## config.mk

```make
export PLATFORM = sky130hd
export DESIGN_NAME = eth_rx_parser
export DESIGN_NICKNAME = d
export VERILOG_FILES = /design/src/rtl/eth_rx_parser.sv
export SDC_FILE = /design/constraint.sdc
export NUM_CORES = 1
export LEC_CHECK = 0
export CORE_ASPECT_RATIO = 1.5
export CORE_MARGIN = 2
export CORE_UTILIZATION = 50
export CTS_CLUSTER_DIAMETER = 120
export DETAILED_ROUTE_END_ITERATION = 16
export PLACE_DENSITY = 0.77
export SLEW_MARGIN = 20
export SYNTH_ARGS = -nofsm -noshare
export SYNTH_HDL_FRONTEND = slang
export SYNTH_SLANG_ARGS = --single-unit
```

## constraint.sdc

```tcl
create_clock -name clk -period 2.4 [get_ports clk]
set_input_delay 0.48 -clock clk [delete_from_list [all_inputs] [get_ports clk]]
set_output_delay 0.48 -clock clk [all_outputs]
set_load 0.1 [all_outputs]
```

## src/rtl/eth_rx_parser.sv

```systemverilog
// Ethernet RX front end: checks FCS/length/PHY errors, streams the payload to the body
// FIFO (FCS stripped, delimiter on last byte) and writes one header word per frame.
module eth_rx_parser #(
  parameter int PORT_ID       = 0,
  parameter int HEADER_DWIDTH = 128,
  parameter int MIN_FRAME     = 64,
  parameter int MAX_FRAME     = 1518
) (
  input  logic                     clk,
  input  logic                     rst_n,
  input  logic                     rx_dv,
  input  logic                     rx_valid,
  input  logic [7:0]               rx_data,
  input  logic                     rx_er,
  output logic [HEADER_DWIDTH-1:0] h_fifo_din,
  output logic                     h_fifo_wren,
  input  logic                     h_fifo_full,
  output logic [7:0]               b_fifo_din,
  output logic                     b_fifo_del_in,
  output logic                     b_fifo_wren,
  input  logic                     b_fifo_afull,
  output logic                     ctrl_frame,
  output logic                     drop_frame
);

  localparam logic [31:0] CRC_INIT    = 32'hFFFF_FFFF;
  localparam logic [31:0] CRC_RESIDUE = 32'hDEBB_20E3;
  localparam logic [43:0] CTRL_DST_HI = 44'h0180_C200_000;
  localparam logic [1:0]  PORT        = 2'(PORT_ID);

  typedef enum logic [2:0] {
    S_WAIT_IDLE, S_IDLE, S_HDR, S_BODY, S_FLUSH, S_HWRITE, S_DROP
  } state_t;

  state_t       state_reg, state_next;
  logic [111:0] hdr_reg;
  logic [10:0]  cnt_reg;
  logic [31:0]  crc_reg;
  logic         er_reg, ctrl_reg;
  logic [7:0]   line_reg [5];
  logic [2:0]   line_cnt_reg;

  logic admit, start, take, line_full, frame_valid;
  logic [HEADER_DWIDTH-1:0] h_din_next;
  logic [7:0] b_din_next;
  logic h_wren_next, b_wren_next, b_del_next, ctrl_next, drop_next;

  function automatic logic [31:0] crc_byte(input logic [31:0] crc, input logic [7:0] data);
    logic [31:0] c;
    c = crc ^ {24'h0, data};
    for (int k = 0; k < 8; k++)
      c = c[0] ? ((c >> 1) ^ 32'hEDB8_8320) : (c >> 1);
    return c;
  endfunction

  // A frame may also start in S_HWRITE: the inter-frame gap lets the next rise land there.
  assign admit       = !h_fifo_full && !b_fifo_afull;
  assign start       = rx_dv && admit && (state_reg == S_IDLE || state_reg == S_HWRITE);
  assign take        = rx_dv && rx_valid && (start || state_reg == S_HDR || state_reg == S_BODY);
  assign line_full   = (line_cnt_reg == 3'd5);
  assign frame_valid = (crc_reg == CRC_RESIDUE) && !er_reg &&
                       (cnt_reg >= 11'(MIN_FRAME)) && (cnt_reg <= 11'(MAX_FRAME));

  always_ff @(posedge clk) begin
    if (!rst_n) begin
      state_reg     <= S_WAIT_IDLE;
      h_fifo_din    <= '0;
      h_fifo_wren   <= 1'b0;
      b_fifo_din    <= '0;
      b_fifo_del_in <= 1'b0;
      b_fifo_wren   <= 1'b0;
      ctrl_frame    <= 1'b0;
      drop_frame    <= 1'b0;
    end else begin
      state_reg     <= state_next;
      h_fifo_din    <= h_din_next;
      h_fifo_wren   <= h_wren_next;
      b_fifo_din    <= b_din_next;
      b_fifo_del_in <= b_del_next;
      b_fifo_wren   <= b_wren_next;
      ctrl_frame    <= ctrl_next;
      drop_frame    <= drop_next;
    end
  end

  always_comb begin
    state_next = state_reg;
    case (state_reg)
      S_WAIT_IDLE: if (!rx_dv) state_next = S_IDLE;
      S_IDLE:      if (rx_dv) state_next = admit ? S_HDR : S_DROP;
      S_HDR: begin
        if (!rx_dv)                          state_next = S_FLUSH;
        else if (take && cnt_reg == 11'd13)  state_next = S_BODY;
      end
      S_BODY:      if (!rx_dv) state_next = S_FLUSH;
      S_FLUSH:     state_next = S_HWRITE;
      S_HWRITE: begin
        if (rx_dv) state_next = admit ? S_HDR : S_DROP;
        else       state_next = S_IDLE;
      end
      S_DROP:      if (!rx_dv) state_next = S_IDLE;
      default:     state_next = S_WAIT_IDLE;
    endcase
  end

  always_comb begin
    h_din_next  = '0;
    h_wren_next = 1'b0;
    b_din_next  = '0;
    b_del_next  = 1'b0;
    b_wren_next = 1'b0;
    ctrl_next   = 1'b0;
    drop_next   = 1'b0;
    case (state_reg)
      S_IDLE: drop_next = rx_dv && !admit;
      S_BODY: begin
        if (take && line_full && !ctrl_reg) begin
          b_wren_next = 1'b1;
          b_din_next  = line_reg[0];
        end
      end
      S_FLUSH: begin
        // Oldest held byte is the last payload byte; a dummy 0x00 keeps the delimiter contract.
        if (!ctrl_reg) begin
          b_wren_next = 1'b1;
          b_del_next  = 1'b1;
          b_din_next  = line_full ? line_reg[0] : 8'h00;
        end
      end
      S_HWRITE: begin
        drop_next   = rx_dv && !admit;
        ctrl_next   = ctrl_reg;
        h_wren_next = !ctrl_reg;
        if (!ctrl_reg) begin
          h_din_next[115]     = frame_valid;
          h_din_next[113:112] = PORT;
          h_din_next[111:0]   = hdr_reg;
        end
      end
      default: ;
    endcase
  end

  always_ff @(posedge clk) begin
    if (!rst_n) begin
      hdr_reg      <= '0;
      cnt_reg      <= '0;
      crc_reg      <= CRC_INIT;
      er_reg       <= 1'b0;
      ctrl_reg     <= 1'b0;
      line_cnt_reg <= '0;
      for (int i = 0; i < 5; i++) line_reg[i] <= '0;
    end else begin
      if (start) begin
        crc_reg      <= rx_valid ? crc_byte(CRC_INIT, rx_data) : CRC_INIT;
        cnt_reg      <= {10'd0, rx_valid};
        er_reg       <= rx_er;
        ctrl_reg     <= 1'b0;
        line_cnt_reg <= '0;
      end else if (take) begin
        crc_reg <= crc_byte(crc_reg, rx_data);
        if (cnt_reg != 11'h7FF) cnt_reg <= cnt_reg + 11'd1;
      end
      if (!start && rx_dv && rx_er && (state_reg == S_HDR || state_reg == S_BODY))
        er_reg <= 1'b1;
      if (take && (start || state_reg == S_HDR)) begin
        hdr_reg <= {hdr_reg[103:0], rx_data};
        // DST completes with byte 5, well before the first body write can happen.
        if (!start && cnt_reg == 11'd5)
          ctrl_reg <= ({hdr_reg[39:0], rx_data[7:4]} == CTRL_DST_HI);
      end
      if (take && state_reg == S_BODY) begin
        for (int i = 0; i < 4; i++) line_reg[i] <= line_reg[i+1];
        line_reg[4] <= rx_data;
        if (!line_full) line_cnt_reg <= line_cnt_reg + 3'd1;
      end
    end
  end

endmodule
```

; ---- Word level (Yosys, flattened, before mapping)
; Memories as Yosys holds them, arrays and structs flattened.
; Index checks and enable logic that the tools add are counted.
[word_totals]
register_bits = 304
latch_bits = 0
ramBits = 40
rom_bits = 0
out_inout_bits = 141
mem_count = 1
[mem_list]
columns = memory, words, word_bits, rd, rd_clocked_by_memory_dff, write_ports, line_no
row1 = line_reg, 5, 8, 5, 0, 5, 40  ; logic [7:0] line_reg [5];
[op_classes]
add_sub_neg = 2
mul = 0
div_mod_pow = 0
n_lt_le_gt_ge = 2
eq_ne = 16
n_shift = 0
muxes = 54
bitwise = 25
reduce_logical = 42
[ops]
columns = operator, n
row1 = 2-to-1 mux 32 bit, 19
row2 = NOT 13 -> 14 bit, 16
row3 = 2-to-1 mux 8 bit, 8
row4 = "equality test 44 x 37 -> 1 bit, second input constant", 1
row5 = "equality test 32 bit, second input constant", 1
row6 = NOT 8 -> 32 bit, 1
row7 = XOR 32 x 8 -> 32 bit, 1
row8 = 2-to-1 mux 3 bit, 10
row9 = logical AND 1 bit, 18
row10 = one-hot mux 3 bit (6 select lines), 1
row11 = one-hot mux 8 bit (2 select lines), 1
row12 = 2-to-1 mux 1 bit, 14
row13 = "equality test 3 bit, second input constant", 4
row14 = "adder 11 x 1 -> 11 bit, second input constant", 1
row15 = "equality test 11 x 3 -> 1 bit, second input constant", 1
row16 = "equality test 11 x 4 -> 1 bit, second input constant", 1
row17 = "greater-or-equal comparator 11 x 7 -> 1 bit, second input constant", 1
row18 = "<= comparator 11 bit, second input constant", 1
row19 = "inequality test 11 bit, second input constant", 1
row20 = AND reduction 2 bit, 5
row21 = "equality test 3 x 2 -> 1 bit, second input constant", 2
row22 = zero test 1 bit, 6
row23 = "inequality test 2 bit, second input constant", 3
row24 = nonzero test 2 bit, 3
row25 = 11 further kinds, 21

; ---- Logic depth before layout (Yosys ltp)
[logic_depth]
word_depth = 19
ltp_mapped = 8

; ---- Worst setup path after synthesis
; Ideal clock, no wire load.
[synth_timing]
path_kind = input-to-reg
start = input rx_valid
end = memory line_reg[0][0], enable pin
setup_ps = 404
arrival_ps = 2151
path_slack_ps = -155
cell_stages = 4
n_path_buf = 2
path_cell_list = clkbuf_1 > and2_1 > clkbuf_1 > nand2b_1
[synth_lines]
columns = element, line_no
row1 = "start, declared", 12  ; input logic rx_valid,
row2 = "end, declared", 40

; ---- Worst setup path after layout
[layout_timing]
start = register state_reg[1]
end = register ctrl_reg
[layout_between]
elab_chain_len = 8
elab_cells_between_ends = 15
cone_classes = 4 x eq/ne / 3 x mux / 8 x reduce/logical
[layout_lines]
columns = element, line_no
row1 = "start, declared", 35  ; state_t state_reg, state_next;
row2 = "start signal, assigned", 75  ; state_reg <= state_next;
row3 = equality test 3 x 1 -> 1 bit or equality test 3 bit (tied branches), 58  ; assign start = rx_dv && admit && (state_reg == S_IDLE || state_reg == S_HWRITE);
row4 = logical OR 1 bit, 58
row5 = logical AND 1 bit, 58
row6 = logical OR 1 bit, "59, 166"
row7 = logical OR 1 bit, 59  ; assign take = rx_dv && rx_valid && (start || state_reg == S_HDR || state_reg == S_BODY);
row8 = logical AND 1 bit, 59
row9 = logical AND 1 bit, 166  ; if (take && (start || state_reg == S_HDR)) begin
row10 = 2-to-1 mux 1 bit *, 166
row11 = "end signal, assigned", 170  ; ctrl_reg <= ({hdr_reg[39:0], rx_data[7:4]} == CTRL_DST_HI);
row12 = "end, declared", 39  ; logic er_reg, ctrl_reg;
; Mark *: on every way between the ends. The rest lies on a longest branch, timed or not.
; A chain may end at the register's enable or synchronous reset.

==> metrics.md <==
| Metric | Value |
|---|---|
| I/O Buffers | `140` |
| CP max stage delay | `430 ps` |
| Min Tclk post-route | `2160 ps` |
| Crit path buf inv count | `2` |
| Worst hold slack | `443 ps` |
| EDFF count, synth | `40` |
| Multiplexer share of the synthesized area | `0.163%` |
| Die Wd | `136 um` |
| Predominant post-synthesis flop cell | `dfxtp_1` |
| Simple-Gate Fraction of Synth Area | `20.7%` |
| Final HPWL DP | `23100 um` |
| Routability cong. | `0.987` |
| Path type of the worst min-delay path | `flop to flop` |
| GRT Total Usage | `23.6%` |
| Grt met2 use | `41.2%` |
| Routed WL per cell | `17.5 um` |
| Synth Warn # | `0` |
| Setup ws final | `237 ps` |
| Post-synthesis area per instance | `9.74 um2` |
| Unrepaired setup endpoints after global routing | `false` |
| Fin. Hold Viols | `0` |
| Final nets | `1528` |
| Core area | `25700 um2` |
| Slew Viols, Final | `0` |
| Initial DRC Count | `719` |
| Xor-xnor portion of the synthesized cell area | `11.2%` |
| CP delay by family, top | `simple AND/OR/NAND/NOR gates` |
| Post-layout instance area | `16000 um2` |
| CP Launch Type | `flop` |
| # IOs | `156` |
| Place WS | `-349 ps` |
| Slew headroom | `55.1%` |
| Routed vias/inst | `5.17` |
| Drt first pass iters | `4` |
| Final wirelength | `32600 um` |
| Post-Syn Area | `13000 um2` |
| Antenna viol nets, final | `0` |
| Register area share after synthesis | `53.6%` |
| Ys async rst share | `0%` |
| Hold_buf cts | `0` |
| Placed inst area | `15000 um2` |
| Antenna diodes | `0` |
| PwrDens | `730 nW/um2` |
| Crit share post-route | `90.1%` |
| Largest net degree at the start of global routing | `114` |
| Compound-gate portion of the synthesized area | `9.42%` |
| Final global-route overflow total | `0` |
| H-tree depth | `1` |
| Total power | `0.0117 W` |
| Top Usage Layer GRT | `met2` |
| Maximum clock rate | `462 MHz` |
| Clock latency on the worst-skew pair | `570 ps` |
| Vias in the first global route | `9275` |
| Initial Utilization | `50.7%` |
| Bufs on Longest Clock Path | `3` |
| Max Cap Viol | `0` |
| CTS tree | `yes` |
| Fillers | `2127` |
| P_leak | `6.58 nW` |
| # clock sinks | `329` |
| Placement row count | `72` |
| Worst Path Arrival | `2610 ps` |
| Commonest non-fill, non-tap cell in the layout | `dfxtp_1` |
| Share of cells above drive strength 1 | `19.0%` |
| Slew @ Worst Pin | `674 ps` |
| Vias | `9634` |
| Synth cell types | `61` |
| Clk slew on worst S/H paths | `70 ps` |
| DIE AREA | `27400 um2` |
| WS Path Type | `flop to flop` |
| Outcome | `complete, no violations` |
| Initial antenna violation count | `1` |
| Register bit count reported by yosys | `329` |
| Post-route DRC violation count | `0` |
| Crit. End Element | `flop` |
| Die Ht | `202 um` |
| Clock tree root driver cell | `clkbuf_16` |
| Setup violations, final | `0` |
| Peak supply drop | `0.941 mV` |
| Area delta synth->final | `22.6%` |
| Commonest cells after routing, fill and taps aside | `dfxtp_1 (289), nand2_1 (258), buf_4 (205)` |
| CP max FO | `9` |
| CTS Buf Count | `29` |
| Critical path's slowest cell | `nor4_2` |
| M1 GR Usage | `27.8%` |
| First-pass GRT wire length | `50600 um` |
| Grt met3 use | `3.02%` |
| Post-Syn Instances | `1338` |
| Synth Area in Adders | `0.576%` |
| Largest family of logic cells by synthesized area | `simple AND/OR/NAND/NOR gates` |
| Cell mode on critical path | `buf_4` |
| Crit path required time | `2850 ps` |
| Critical path cell sequence | `buf_4, nor4b_4, buf_4, o211ai_1, nor4_2, mux2i_1, nor2_1` |
| Max reg flops | `113` |
| Clk_skew | `17.8 ps` |
## kinds of logic after synthesis
logic type               Yosys count
AO/OA/AOI/OAI                    219
XOR/XNOR                         117
adder cells (fa/ha/maj)            6
buffers and inverters            119
flip-flops                       329
multiplexers                       2
other                              1
AND/OR/NAND/NOR                  545
## power by group
group	internal, W	switching, W
logic	0.000532	0.000637
clock network	0.00282	0.00201
registers	0.00562	0.0000557
total	0.00897	0.00270
## worst paths after layout
path | cells after the start | endpoint | start | slack [ps]
max | 7 | ctrl_reg$_SDFF_PN0_ | state_reg[1]$_SDFFE_PN0P_ | 240
min | 1 | b_fifo_din[0]$_SDFF_PN0_ | line_reg[0][0]$_SDFFCE_PN0P_ | 440
max reg2reg | 7 | ctrl_reg$_SDFF_PN0_ | state_reg[1]$_SDFFE_PN0P_ | 240
min reg2reg | 1 | b_fifo_din[0]$_SDFF_PN0_ | line_reg[0][0]$_SDFFCE_PN0P_ | 440
## worst reg2reg max path, stage by stage (launching register included)
cell	delay (ps)
dfxtp_1	380
buf_4	200
nor4b_4	310
buf_4	190
o211ai_1	200
nor4_2	430
mux2i_1	270
nor2_1	60
## stage by stage
stage	cells	utilization, %	TNS [ps]
floorplan	1352	-	0
global placement	1809	58.3	-1590
detailed placement	1809	58.3	-2080
CTS	1862	62.2	0
global route	1862	62.2	0
finish	1862	62.2	0
## synth_stat cells (4+ instances only)
master	count	area share [%]
nand2_1	258	7.4
xor3_1	6	1.1
nor4_1	8	0.38
nor2b_1	7	0.34
xor2_1	30	2.0
nand4_1	11	0.53
o21ai_0	19	0.73
and3_1	46	2.2
dfxtp_1	289	44
o21ai_1	6	0.23
xnor2_2	6	0.75
a211oi_1	9	0.52
nand2b_1	4	0.19
o211ai_1	7	0.40
ha_1	6	0.58
inv_1	10	0.29
buf_2	23	0.88
o221ai_1	5	0.34
nand3_1	14	0.54
o22ai_1	4	0.19
xnor3_1	15	2.6
and2_1	125	6.0
xnor2_1	53	3.6
a31oi_1	7	0.34
edfxtp_1	40	9.2
nor4b_1	6	0.40
nor2_1	41	1.2
clkbuf_1	66	1.9
a21oi_1	145	5.6
buf_4	17	0.98
nor3_1	8	0.31
## what timing repair did
action,CTS,global route
setup endpoints to repair,0,1
gates resized for setup,0,1
buffers inserted,0,0
## area by class of cell
cell class | instances | area [um2] | share of cell area [%]
multi-input combinational | 904 | 5560 | 34.8
timing repair buffer | 233 | 1960 | 12.3
inverter | 10 | 38.8 | 0.243
tap | 333 | 417 | 2.61
clock inverter | 11 | 154 | 0.963
clock buffer | 42 | 857 | 5.36
sequential | 329 | 6990 | 43.7
## metal layers
metal  share of wire, %  wire, um
met1                 38     12500
met2                 52     16900
met3                4.3      1410
met4                5.7      1870
met5                  0         0
Note: power is estimated with default switching activity, not from simulation.
